==> src/rtl/iob_dma_read_axi2axis_mb_if.sv <==
// AXI4 read-address and read-data channels of the DMA read master.
interface iob_dma_read_axi2axis_mb_if #(
  parameter int unsigned ADDR_W = 32,
  parameter int unsigned DATA_W = 32,
  parameter int unsigned LEN_W  = 8,
  parameter int unsigned ID_W   = 1
);
  logic [ADDR_W-1:0] araddr;
  logic              arvalid;
  logic              arready;
  logic [LEN_W-1:0]  arlen;
  logic [2:0]        arsize;
  logic [1:0]        arburst;
  logic [ID_W-1:0]   arid;
  logic              arlock;
  logic [3:0]        arcache;
  logic [2:0]        arprot;
  logic [3:0]        arqos;

  logic [DATA_W-1:0] rdata;
  logic [1:0]        rresp;
  logic              rlast;
  logic              rvalid;
  logic [ID_W-1:0]   rid;
  logic              rready;

  modport master (
    output araddr, arvalid, arlen, arsize, arburst, arid, arlock, arcache, arprot, arqos, rready,
    input  arready, rdata, rresp, rlast, rvalid, rid
  );

  modport slave (
    input  araddr, arvalid, arlen, arsize, arburst, arid, arlock, arcache, arprot, arqos, rready,
    output arready, rdata, rresp, rlast, rvalid, rid
  );
endinterface

==> src/rtl/iob_dma_read_axi2axis_mb.sv <==
// AXI4 read master that splits a beat-counted transfer into 4 KiB-safe INCR bursts
// and forwards the read data to an AXI-Stream through a 2-entry buffer.
module iob_dma_read_axi2axis_mb #(
  parameter int unsigned AXI_ADDR_W    = 32,
  parameter int unsigned AXI_DATA_W    = 32,
  parameter int unsigned AXI_LEN_W     = 8,
  parameter int unsigned AXI_ID_W      = 1,
  parameter int unsigned MAX_BURST_LEN = 256,
  parameter int unsigned LENGTH_W      = 16
) (
  input  logic                      clk_i,
  input  logic                      cke_i,
  input  logic                      rst_n_i,
  iob_dma_read_axi2axis_mb_if.master axi,
  input  logic [AXI_ADDR_W-1:0]     r_addr_i,
  input  logic [LENGTH_W-1:0]       r_length_i,
  input  logic                      r_start_transfer_i,
  output logic                      r_busy_o,
  output logic                      r_error_o,
  output logic [AXI_DATA_W-1:0]     axis_out_data_o,
  output logic                      axis_out_valid_o,
  input  logic                      axis_out_ready_i,
  output logic                      axis_out_last_o
);
  localparam int unsigned BYTES  = AXI_DATA_W / 8;
  localparam int unsigned OFFS_W = $clog2(BYTES);
  // wide enough for the transfer length and for the 4 KiB page room in beats
  localparam int unsigned CALC_W = (LENGTH_W + 1 > 14) ? LENGTH_W + 1 : 14;

  localparam logic [1:0] S_IDLE  = 2'd0;
  localparam logic [1:0] S_ADDR  = 2'd1;
  localparam logic [1:0] S_DATA  = 2'd2;
  localparam logic [1:0] S_DRAIN = 2'd3;

  typedef struct packed {
    logic                  last;
    logic [AXI_DATA_W-1:0] data;
  } beat_t;

  logic [1:0]            state_q, state_n;
  logic [AXI_ADDR_W-1:0] addr_q, addr_n;
  logic [LENGTH_W-1:0]   rem_q, rem_n;
  logic [CALC_W-1:0]     burst_q, burst_n;
  logic [AXI_LEN_W-1:0]  arlen_q, arlen_n;
  logic                  arvalid_q, arvalid_n;
  logic                  rready_q, rready_n;
  logic                  err_q, err_n;
  logic                  busy_q, busy_n;
  logic                  valid_q, valid_n;
  logic [1:0]            cnt_q, cnt_n;
  beat_t                 slot0_q, slot0_n;
  beat_t                 slot1_q, slot1_n;
  beat_t                 in_beat;
  logic                  push;
  logic                  pop;

  // Beats in the next burst: limited by what is left, the burst cap and the 4 KiB page end.
  function automatic logic [CALC_W-1:0] calc_burst(input logic [AXI_ADDR_W-1:0] a,
                                                   input logic [LENGTH_W-1:0]   rem);
    logic [12:0]       room_bytes;
    logic [CALC_W-1:0] room;
    logic [CALC_W-1:0] b;
    room_bytes = 13'h1000 - {1'b0, a[11:0]};
    room       = CALC_W'(room_bytes >> OFFS_W);
    b          = CALC_W'(rem);
    if (b > CALC_W'(MAX_BURST_LEN)) b = CALC_W'(MAX_BURST_LEN);
    if (b > room) b = room;
    return b;
  endfunction

  always_comb begin
    state_n   = state_q;
    addr_n    = addr_q;
    rem_n     = rem_q;
    burst_n   = burst_q;
    arlen_n   = arlen_q;
    arvalid_n = arvalid_q;
    err_n     = err_q;
    slot0_n   = slot0_q;
    slot1_n   = slot1_q;
    cnt_n     = cnt_q;
    push      = 1'b0;
    pop       = valid_q && axis_out_ready_i;
    in_beat.data = axi.rdata;
    in_beat.last = axi.rlast && (rem_q == '0);

    case (state_q)
      S_IDLE: begin
        if (r_start_transfer_i && (r_length_i != '0)) begin
          addr_n    = r_addr_i & ~AXI_ADDR_W'(BYTES - 1);
          rem_n     = r_length_i;
          burst_n   = calc_burst(addr_n, r_length_i);
          arlen_n   = AXI_LEN_W'(burst_n - CALC_W'(1));
          arvalid_n = 1'b1;
          err_n     = 1'b0;
          state_n   = S_ADDR;
        end
      end
      S_ADDR: begin
        if (axi.arready) begin
          arvalid_n = 1'b0;
          rem_n     = rem_q - LENGTH_W'(burst_q);
          state_n   = S_DATA;
        end
      end
      S_DATA: begin
        if (axi.rvalid && rready_q) begin
          push = 1'b1;
          if (axi.rresp != 2'b00) err_n = 1'b1;
          // bursts are delimited by rlast alone; beats are not counted
          if (axi.rlast) begin
            if (rem_q != '0) begin
              addr_n    = addr_q + (AXI_ADDR_W'(burst_q) << OFFS_W);
              burst_n   = calc_burst(addr_n, rem_q);
              arlen_n   = AXI_LEN_W'(burst_n - CALC_W'(1));
              arvalid_n = 1'b1;
              state_n   = S_ADDR;
            end else begin
              state_n = S_DRAIN;
            end
          end
        end
      end
      S_DRAIN: begin
        if (pop && slot0_q.last) state_n = S_IDLE;
      end
      default: state_n = S_IDLE;
    endcase

    // slot0 is always the head; slot1 only ever holds the second entry
    case ({push, pop})
      2'b10: begin
        if (cnt_q == 2'd0) slot0_n = in_beat;
        else               slot1_n = in_beat;
        cnt_n = cnt_q + 2'd1;
      end
      2'b01: begin
        slot0_n = slot1_q;
        cnt_n   = cnt_q - 2'd1;
      end
      2'b11: begin
        if (cnt_q == 2'd1) begin
          slot0_n = in_beat;
        end else begin
          slot0_n = slot1_q;
          slot1_n = in_beat;
        end
      end
      default: ;
    endcase

    rready_n = (state_n == S_DATA) && (cnt_n != 2'd2);
    valid_n  = (cnt_n != 2'd0);
    busy_n   = (state_n != S_IDLE);
  end

  always_ff @(posedge clk_i) begin
    if (!rst_n_i) begin
      state_q   <= S_IDLE;
      addr_q    <= '0;
      rem_q     <= '0;
      burst_q   <= '0;
      arlen_q   <= '0;
      arvalid_q <= 1'b0;
      rready_q  <= 1'b0;
      err_q     <= 1'b0;
      busy_q    <= 1'b0;
      valid_q   <= 1'b0;
      cnt_q     <= 2'd0;
      slot0_q   <= '0;
      slot1_q   <= '0;
    end else if (cke_i) begin
      state_q   <= state_n;
      addr_q    <= addr_n;
      rem_q     <= rem_n;
      burst_q   <= burst_n;
      arlen_q   <= arlen_n;
      arvalid_q <= arvalid_n;
      rready_q  <= rready_n;
      err_q     <= err_n;
      busy_q    <= busy_n;
      valid_q   <= valid_n;
      cnt_q     <= cnt_n;
      slot0_q   <= slot0_n;
      slot1_q   <= slot1_n;
    end
  end

  assign axi.araddr  = addr_q;
  assign axi.arvalid = arvalid_q;
  assign axi.arlen   = arlen_q;
  assign axi.arsize  = 3'(OFFS_W);
  assign axi.arburst = 2'b01;
  assign axi.arid    = AXI_ID_W'(0);
  assign axi.arlock  = 1'b0;
  assign axi.arcache = 4'b0010;
  assign axi.arprot  = 3'b010;
  assign axi.arqos   = 4'b0000;
  assign axi.rready  = rready_q;

  assign axis_out_data_o  = slot0_q.data;
  assign axis_out_last_o  = slot0_q.last;
  assign axis_out_valid_o = valid_q;
  assign r_busy_o         = busy_q;
  assign r_error_o        = err_q;
endmodule

==> src/flat_wrapper.sv <==
// flat-port wrapper written by rule: the top's interface ports become plain ports
module iob_dma_read_axi2axis_mb_flat 
#(
  parameter int unsigned AXI_ADDR_W    = 32,
  parameter int unsigned AXI_DATA_W    = 32,
  parameter int unsigned AXI_LEN_W     = 8,
  parameter int unsigned AXI_ID_W      = 1,
  parameter int unsigned MAX_BURST_LEN = 256,
  parameter int unsigned LENGTH_W      = 16
)
  (clk_i, cke_i, rst_n_i, r_addr_i, r_length_i, r_start_transfer_i, r_busy_o, r_error_o, axis_out_data_o, axis_out_valid_o, axis_out_ready_i, axis_out_last_o, axi_araddr, axi_arvalid, axi_arlen, axi_arsize, axi_arburst, axi_arid, axi_arlock, axi_arcache, axi_arprot, axi_arqos, axi_rready, axi_arready, axi_rdata, axi_rresp, axi_rlast, axi_rvalid, axi_rid);
  iob_dma_read_axi2axis_mb_if #(.ADDR_W((32)), .DATA_W((32)), .LEN_W((8)), .ID_W((1))) axi_i ();
  input  logic clk_i;
  input  logic cke_i;
  input  logic rst_n_i;
  input  logic [AXI_ADDR_W-1:0] r_addr_i;
  input  logic [LENGTH_W-1:0] r_length_i;
  input  logic r_start_transfer_i;
  output logic r_busy_o;
  output logic r_error_o;
  output logic [AXI_DATA_W-1:0] axis_out_data_o;
  output logic axis_out_valid_o;
  input  logic axis_out_ready_i;
  output logic axis_out_last_o;
  output wire logic [$bits(axi_i.araddr)-1:0] axi_araddr;
  output wire logic [$bits(axi_i.arvalid)-1:0] axi_arvalid;
  output wire logic [$bits(axi_i.arlen)-1:0] axi_arlen;
  output wire logic [$bits(axi_i.arsize)-1:0] axi_arsize;
  output wire logic [$bits(axi_i.arburst)-1:0] axi_arburst;
  output wire logic [$bits(axi_i.arid)-1:0] axi_arid;
  output wire logic [$bits(axi_i.arlock)-1:0] axi_arlock;
  output wire logic [$bits(axi_i.arcache)-1:0] axi_arcache;
  output wire logic [$bits(axi_i.arprot)-1:0] axi_arprot;
  output wire logic [$bits(axi_i.arqos)-1:0] axi_arqos;
  output wire logic [$bits(axi_i.rready)-1:0] axi_rready;
  input wire logic [$bits(axi_i.arready)-1:0] axi_arready;
  input wire logic [$bits(axi_i.rdata)-1:0] axi_rdata;
  input wire logic [$bits(axi_i.rresp)-1:0] axi_rresp;
  input wire logic [$bits(axi_i.rlast)-1:0] axi_rlast;
  input wire logic [$bits(axi_i.rvalid)-1:0] axi_rvalid;
  input wire logic [$bits(axi_i.rid)-1:0] axi_rid;
  assign axi_araddr = axi_i.araddr;
  assign axi_arvalid = axi_i.arvalid;
  assign axi_arlen = axi_i.arlen;
  assign axi_arsize = axi_i.arsize;
  assign axi_arburst = axi_i.arburst;
  assign axi_arid = axi_i.arid;
  assign axi_arlock = axi_i.arlock;
  assign axi_arcache = axi_i.arcache;
  assign axi_arprot = axi_i.arprot;
  assign axi_arqos = axi_i.arqos;
  assign axi_rready = axi_i.rready;
  assign axi_i.arready = axi_arready;
  assign axi_i.rdata = axi_rdata;
  assign axi_i.rresp = axi_rresp;
  assign axi_i.rlast = axi_rlast;
  assign axi_i.rvalid = axi_rvalid;
  assign axi_i.rid = axi_rid;
  iob_dma_read_axi2axis_mb #(.AXI_ADDR_W(AXI_ADDR_W), .AXI_DATA_W(AXI_DATA_W), .AXI_LEN_W(AXI_LEN_W), .AXI_ID_W(AXI_ID_W), .MAX_BURST_LEN(MAX_BURST_LEN), .LENGTH_W(LENGTH_W)) u_core (.clk_i(clk_i), .cke_i(cke_i), .rst_n_i(rst_n_i), .axi(axi_i), .r_addr_i(r_addr_i), .r_length_i(r_length_i), .r_start_transfer_i(r_start_transfer_i), .r_busy_o(r_busy_o), .r_error_o(r_error_o), .axis_out_data_o(axis_out_data_o), .axis_out_valid_o(axis_out_valid_o), .axis_out_ready_i(axis_out_ready_i), .axis_out_last_o(axis_out_last_o));
endmodule
==> config.mk <==
export PLATFORM = sky130hd
export DESIGN_NAME = iob_dma_read_axi2axis_mb_flat
export DESIGN_NICKNAME = d
export VERILOG_FILES = /design/src/rtl/iob_dma_read_axi2axis_mb_if.sv /design/src/rtl/iob_dma_read_axi2axis_mb.sv /design/src/flat_wrapper.sv
export SDC_FILE = /design/constraint.sdc
export NUM_CORES = 1
export LEC_CHECK = 0
export CAP_MARGIN = 20
export CORE_MARGIN = 2
export CORE_UTILIZATION = 53
export CTS_CLUSTER_SIZE = 30
export DETAILED_ROUTE_END_ITERATION = 7
export GPL_ROUTABILITY_DRIVEN = 0
export PLACE_DENSITY = 0.9
export SETUP_SLACK_MARGIN = 0.5
export SLEW_MARGIN = 5
export SYNTH_ARGS = -nofsm -noshare
export SYNTH_HDL_FRONTEND = slang
export SYNTH_SLANG_ARGS = --single-unit
==> constraint.sdc <==
create_clock -name clk_i -period 6.03 [get_ports clk_i]
set_input_delay 1.809 -clock clk_i [delete_from_list [all_inputs] [get_ports clk_i]]
set_output_delay 1.809 -clock clk_i [all_outputs]
set_load 0.005 [all_outputs]
* Word level (Yosys, flattened, before mapping)
Cells that the tools add are included.
** Word-level totals
- Register bits :: 148
- Bits in latches :: 0
- Memory bits (writable) :: 0
- Bits in read-only memories :: 0
- Input port bits :: 91
- Logic and storage cells :: 130
- Memories kept :: 0
** Operators by class
- Add/sub/neg operators :: 8
- Multipliers :: 0
- Div/mod/pow operators :: 0
- $lt $le $gt $ge :: 4
- Equality and inequality tests :: 18
- Shifts and indexed selects :: 0
- Multiplexer cells :: 60
- Bitwise gates (word level) :: 0
- Reductions and logical operators :: 25
** Operator list (number)
- 17-bit two-way mux :: 18
- 33-bit two-way mux :: 4
- 32-bit two-way mux :: 4
- 33-bit one-hot mux with 3 select lines :: 1
- 33-bit one-hot mux with 2 select lines :: 1
- 16-bit two-way mux :: 4
- 32-bit one-hot mux with 2 select lines :: 1
- 17-bit by 11-bit > comparator with 1-bit output :: 2
- 17-bit one-hot mux with 2 select lines :: 1
- 32-bit by 19-bit adder with 32-bit output :: 1
- 16-bit by 9-bit > comparator with 1-bit output, second input constant :: 2
- 8-bit two-way mux :: 4
- 16-bit one-hot mux with 2 select lines :: 1
- 16-bit nonzero test :: 2
- 13-bit by 12-bit subtractor with 13-bit output, first input constant :: 2
- 16-bit zero test :: 1
- 8-bit one-hot mux with 2 select lines :: 1
- 16-bit subtractor :: 1
- 8-bit by 1-bit subtractor with 8-bit output, second input constant :: 2
- 2-bit two-way mux :: 6
- 2-bit nonzero test :: 6
- 2-bit == test, second input constant :: 5
- 1-bit two-way mux :: 10
- 2-bit by 1-bit != test with 1-bit output, second input constant :: 5
- 16 further kinds :: 30

* Logic depth before layout (Yosys ltp)
- Depth in word-level cells :: 17
- Depth in mapped cells :: 21
- Depth with buffers taken out :: 21

* Worst setup path before layout
No wires, ideal clock.
- Kind :: input-to-reg
- Start :: input port r_addr_i[7]
- End :: register u_core.arlen_q[4] (netlist: u_core.axi.arlen[4])
- Setup time :: 86 ps
- Arrival time :: 5503 ps
- Data required time :: 5944 ps
- Setup slack :: 442 ps
- Cell stages on the path :: 16
- Cell sequence :: nor4_1 -> nand2_1 -> nor3_1 -> xor2_1 -> ha_1 -> a21o_1 -> a311oi_2 -> or3b_1 -> and3_1 -> a211o_1 -> and2_1 -> inv_1 -> ha_1 -> or3b_1 -> xor2_1 -> a211oi_1
** On the way
- Longest elaborated chain between the ends :: 8
** Ends and longest elaborated chain
- start: declaration :: line flat_wrapper.sv:16 : input logic [AXI_ADDR_W-1:0] r_addr_i;
- 13-bit by 12-bit subtractor with 13-bit output :: line iob_dma_read_axi2axis_mb.sv:63 : room_bytes = 13'h1000 - {1'b0, a[11:0]};
- 17-bit by 11-bit > comparator with 1-bit output :: line iob_dma_read_axi2axis_mb.sv:67 : if (b > room) b = room;
- 17-bit two-way mux :: line iob_dma_read_axi2axis_mb.sv:67
- 17-bit two-way mux :: line iob_dma_read_axi2axis_mb.sv:89 : if (r_start_transfer_i && (r_length_i != '0)) begin
- 17-bit two-way mux :: line iob_dma_read_axi2axis_mb.sv:87 : case (state_q)
- 8-bit by 1-bit subtractor with 8-bit output :: line iob_dma_read_axi2axis_mb.sv:93 : arlen_n = AXI_LEN_W'(burst_n - CALC_W'(1));
- 8-bit two-way mux :: line iob_dma_read_axi2axis_mb.sv:89
- 8-bit one-hot mux with 2 select lines :: line iob_dma_read_axi2axis_mb.sv:87
- end signal: assignment :: line iob_dma_read_axi2axis_mb.sv:177 : arlen_q <= arlen_n;
- end: declaration :: line iob_dma_read_axi2axis_mb.sv:44 : logic [AXI_LEN_W-1:0] arlen_q, arlen_n;
Every way passes these cells. The select of a mux whose other input is x is not followed.
A chain may end at the register's enable or synchronous reset.

* Final worst setup path
- Start :: input port r_length_i[2]
- End :: register u_core.arlen_q[4] (netlist: u_core.axi.arlen[4])
** On the way
- Longest elaborated chain between the ends :: 11
** Ends and longest elaborated chain
- start: declaration :: line flat_wrapper.sv:17 : input logic [LENGTH_W-1:0] r_length_i;
- 16-bit by 9-bit > comparator with 1-bit output :: line iob_dma_read_axi2axis_mb.sv:66 : if (b > CALC_W'(MAX_BURST_LEN)) b = CALC_W'(MAX_BURST_LEN);
- 16-bit two-way mux :: line iob_dma_read_axi2axis_mb.sv:66
- 17-bit two-way mux :: line iob_dma_read_axi2axis_mb.sv:89
- 17-bit two-way mux :: line iob_dma_read_axi2axis_mb.sv:87
- 17-bit by 11-bit > comparator with 1-bit output :: line iob_dma_read_axi2axis_mb.sv:67
- 17-bit two-way mux :: line iob_dma_read_axi2axis_mb.sv:67
- 17-bit two-way mux :: line iob_dma_read_axi2axis_mb.sv:89
- 17-bit two-way mux :: line iob_dma_read_axi2axis_mb.sv:87
- 8-bit by 1-bit subtractor with 8-bit output :: line iob_dma_read_axi2axis_mb.sv:93
- 8-bit two-way mux :: line iob_dma_read_axi2axis_mb.sv:89
- 8-bit one-hot mux with 2 select lines :: line iob_dma_read_axi2axis_mb.sv:87
Parallel ways exist; a longest one is shown, timed or not. The select of a mux whose other input is x is not followed.

==> out/qor.txt <==
Die Ht = 136 um
Hold path cells = 2
Worst path max stage delay = 0.46 ns
Syn. warnings = 0
Placed cells = 1527
Core area = 17100 um2
Netlist cell types = 81
Total Wirelength = 28.1 mm
Rows = 48
Slew margin rel. = 25.2%
Die Wd = 136 um
Clock slew at reported path FFs = 0.07 ns
Final Util = 69.0%
Mapped Avg Cell Area = 7.84 um2
WL/cell = 18.0 um
Power Density = 250 nW/um2
Seq/Total Area, Yosys = 31.6%
Drt pass-1 iters = 5
Fraction of layout cells with a size suffix above 1 = 7.99%
Worst-path fanout max = 3
Yosys reg bits = 145
Hold path startpoint = u_core.slot1_q[27]
CP Buf/Inv Count = 2
Hold Vio Cnt, Final = 0
Hold_buf cts = 0
Most frequent cells in the layout = 155 x nand2_1, 153 x clkdlybuf4s50_1, 145 x dfxtp_1
CTS tree = built
RSZ-0062 raised after global routing = yes
Peak VDD IR = 0.241 mV
Critical path arrival = 5.88 ns
First-pass GRT wire length = 43.3 mm
Critical-path cell list = clkdlybuf4s50_1, nor4_2, nand2_1, a21oi_2, and2_4, ha_1, a21o_1, a311oi_4, or3b_1, and3_1, a211o_1, and2_1, inv_1, ha_1, or3b_4, xor2_1, a211oi_1
Status = finished, final reports clean
# fillers = 1329
Worst hold path class = flip-flop to flip-flop
Reg2reg end = u_core.axi.arlen[4]
Post-synth EDFFs = 0
Synth Flop Type = dfxtp_1
Via count = 9619
Non-Filler Instances = 1564
Root Driver = clkbuf_16
Max Fclk = 181 MHz
Vias in the first global route = 8870
Num CTS Buffers = 17
CTS max path bufs = 2
Hold path endpoint = u_core.slot1_q[27]
Max-cap violation count = 0
R2R Path Start = u_core.burst_q[0]
Ant diodes = 0
Clk_lat worst skew = 0.44 ns
Vias per cell = 6.15
Critical path class = input pin to flip-flop
Crit path required time = 6.39 ns
Initial antenna violation count = 0
Slowest-stage cell, CP = clkdlybuf4s50_1
Final nets = 1482
Final Slew Violations = 0
Crit start category = input pin
H-Tree Depth = 4
Layout area overhead = 28.5%
Reg area = 2900 um2
IO Port Bufs = 163
Initial Utilization = 53.7%
Area of the multi-input gates = 5980 um2
# clock sinks = 145
Die area = 18400 um2
Worst R2R Path Depth = 20
Drt first-iter violations = 793
Detail Route Antenna Nets = 0
Final Cycle Share = 91.6%
CP endpoint kind = flip-flop
I/O pins = 187
Largest net degree at the start of global routing = 70
DRC errors left = 0
Most common cell after layout, fill and taps aside = nand2_1
Reg2Reg Setup Slack = 0.77 ns
Aggregate global-route resource usage = 29.1%
Cells after Synth = 1172
Worst Clk Skew = 0.0117 ns
Ys async rst share = 0%
Final Setup Violations = 0
Dpl hpwl = 19.4 mm
Pleak = 4.51 nW
Grt total ovfl = 0
Fin crit period = 5.53 ns
CP most frequent cell = ha_1
Critical path's top delay family = simple AND/OR/NAND/NOR gates
Post-Syn Area = 9190 um2
Worst-Margin Slew = 1.12 ns
-- Yosys cell counts, types with 9 or more instances --
cell,instances,area [um2]
inv_1,36,135
a21o_1,9,67.6
o21ai_0,46,230
nor2_1,114,428
nor3_1,37,185
nor4_1,10,62.6
dfxtp_1,145,2900
a22oi_1,34,255
xor2_1,14,123
a211o_1,10,87.6
a31oi_1,12,75.1
and2_1,20,125
a21oi_1,104,521
a311oi_1,12,105
a211oi_1,66,495
nand2_1,156,586
buf_4,22,165
xnor2_1,27,236
ha_1,63,788
and3_1,14,87.6
nand3_1,21,105
o21a_1,9,67.6
clkbuf_1,47,176
-- worst min-delay path: cells and delay by family, from the launching register on --
family             cells  cell delay (ns)
AOI/OAI and AO/OA      1             0.05
DFF                    1             0.31
and+or+nand+nor        1             0.05
-- kinds of logic after synthesis --
logic type,count (synthesis),synth area share [%]
AOI/OAI and AO/OA,374,27.6
xor gates and xnor gates,41,3.91
adders and majority gates,65,9.02
buffers and inverters,116,6.11
DFF,145,31.6
muxes,2,0.218
other,2,0.0817
and+or+nand+nor,427,21.4
-- timing repair --
item                                    4_1_cts  5_1_grt
endpoints found under the setup margin        1        5
resized for setup                             3       31
setup buffers                                 0        5
pin swaps                                     1       18
endpoints found under the hold margin         0        0
-- worst max-delay path by stage --
stage / startpoint / to / slack, ns / depth (start not counted)
final: r_length_i[2] / u_core.axi.arlen[4] / 0.50 / 17
after detailed placement: r_addr_i[7] / u_core.axi.arlen[4] / -0.02 / 17
after floorplan: r_addr_i[7] / u_core.axi.arlen[4] / 0.53 / 16
after CTS: r_addr_i[4] / u_core.axi.arlen[4] / 0.52 / 17
after global routing: r_addr_i[2] / u_core.axi.arlen[4] / 0.37 / 18
after global placement: r_addr_i[7] / u_core.axi.arlen[4] / 0.07 / 17
-- sequential cells by signal, indices dropped and copies added, names as in the netlist, 2 cells and up --
name	count
u_core.axi.araddr	30
u_core.state_q	2
u_core.cnt_q	2
u_core.axi.arlen	8
u_core.rem_q	16
u_core.slot1_q	33
u_core.axis_out_data_o	32
u_core.burst_q	16
-- through the flow --
step / total power, mW / hold slack, ns / setup WS, ns / area [um2] / setup TNS (ns)
floorplan: 1.57 / 0.436 / 0.526 / 9290 / 0
global placement: 1.79 / 0.441 / 0.0708 / 11000 / 0
detailed placement: 1.82 / 0.446 / -0.0224 / 11000 / -0.0224
CTS: 2.91 / 0.456 / 0.523 / 11600 / 0
global route: 3.06 / 0.473 / 0.371 / 11800 / 0
finish: 2.95 / 0.457 / 0.504 / 11800 / 0
-- cell type report --
class / instances / share of cell area, %
multi-input combinational: 933 / 50.7
sequential: 145 / 24.6
timing repair buffer: 192 / 16.0
clock buffer: 17 / 3.60
tap: 225 / 2.38
clock inverter: 15 / 1.59
inverter: 37 / 1.19
-- report_power, final --
| group | internal, mW | total [mW] | switching, mW |
|---|---|---|---|
| combinational | 0.359 | 0.796 | 0.437 |
| clock | 0.599 | 1.10 | 0.504 |
| sequential | 1.00 | 1.05 | 0.0449 |
-- layer usage --
metal | GRT usage [%] | wire length (um) | share of wire, % | vias to the layer above
met5 | 0 | 0 | 0 | -
met4 | 10.9 | 762 | 2.7 | 0
met3 | 6.36 | 2980 | 11 | 85
met2 | 46.5 | 12900 | 46 | 539
met1 | 38.4 | 11500 | 41 | 4436
li1 | - | - | - | 4559
Power figures use the tool's default switching activity.
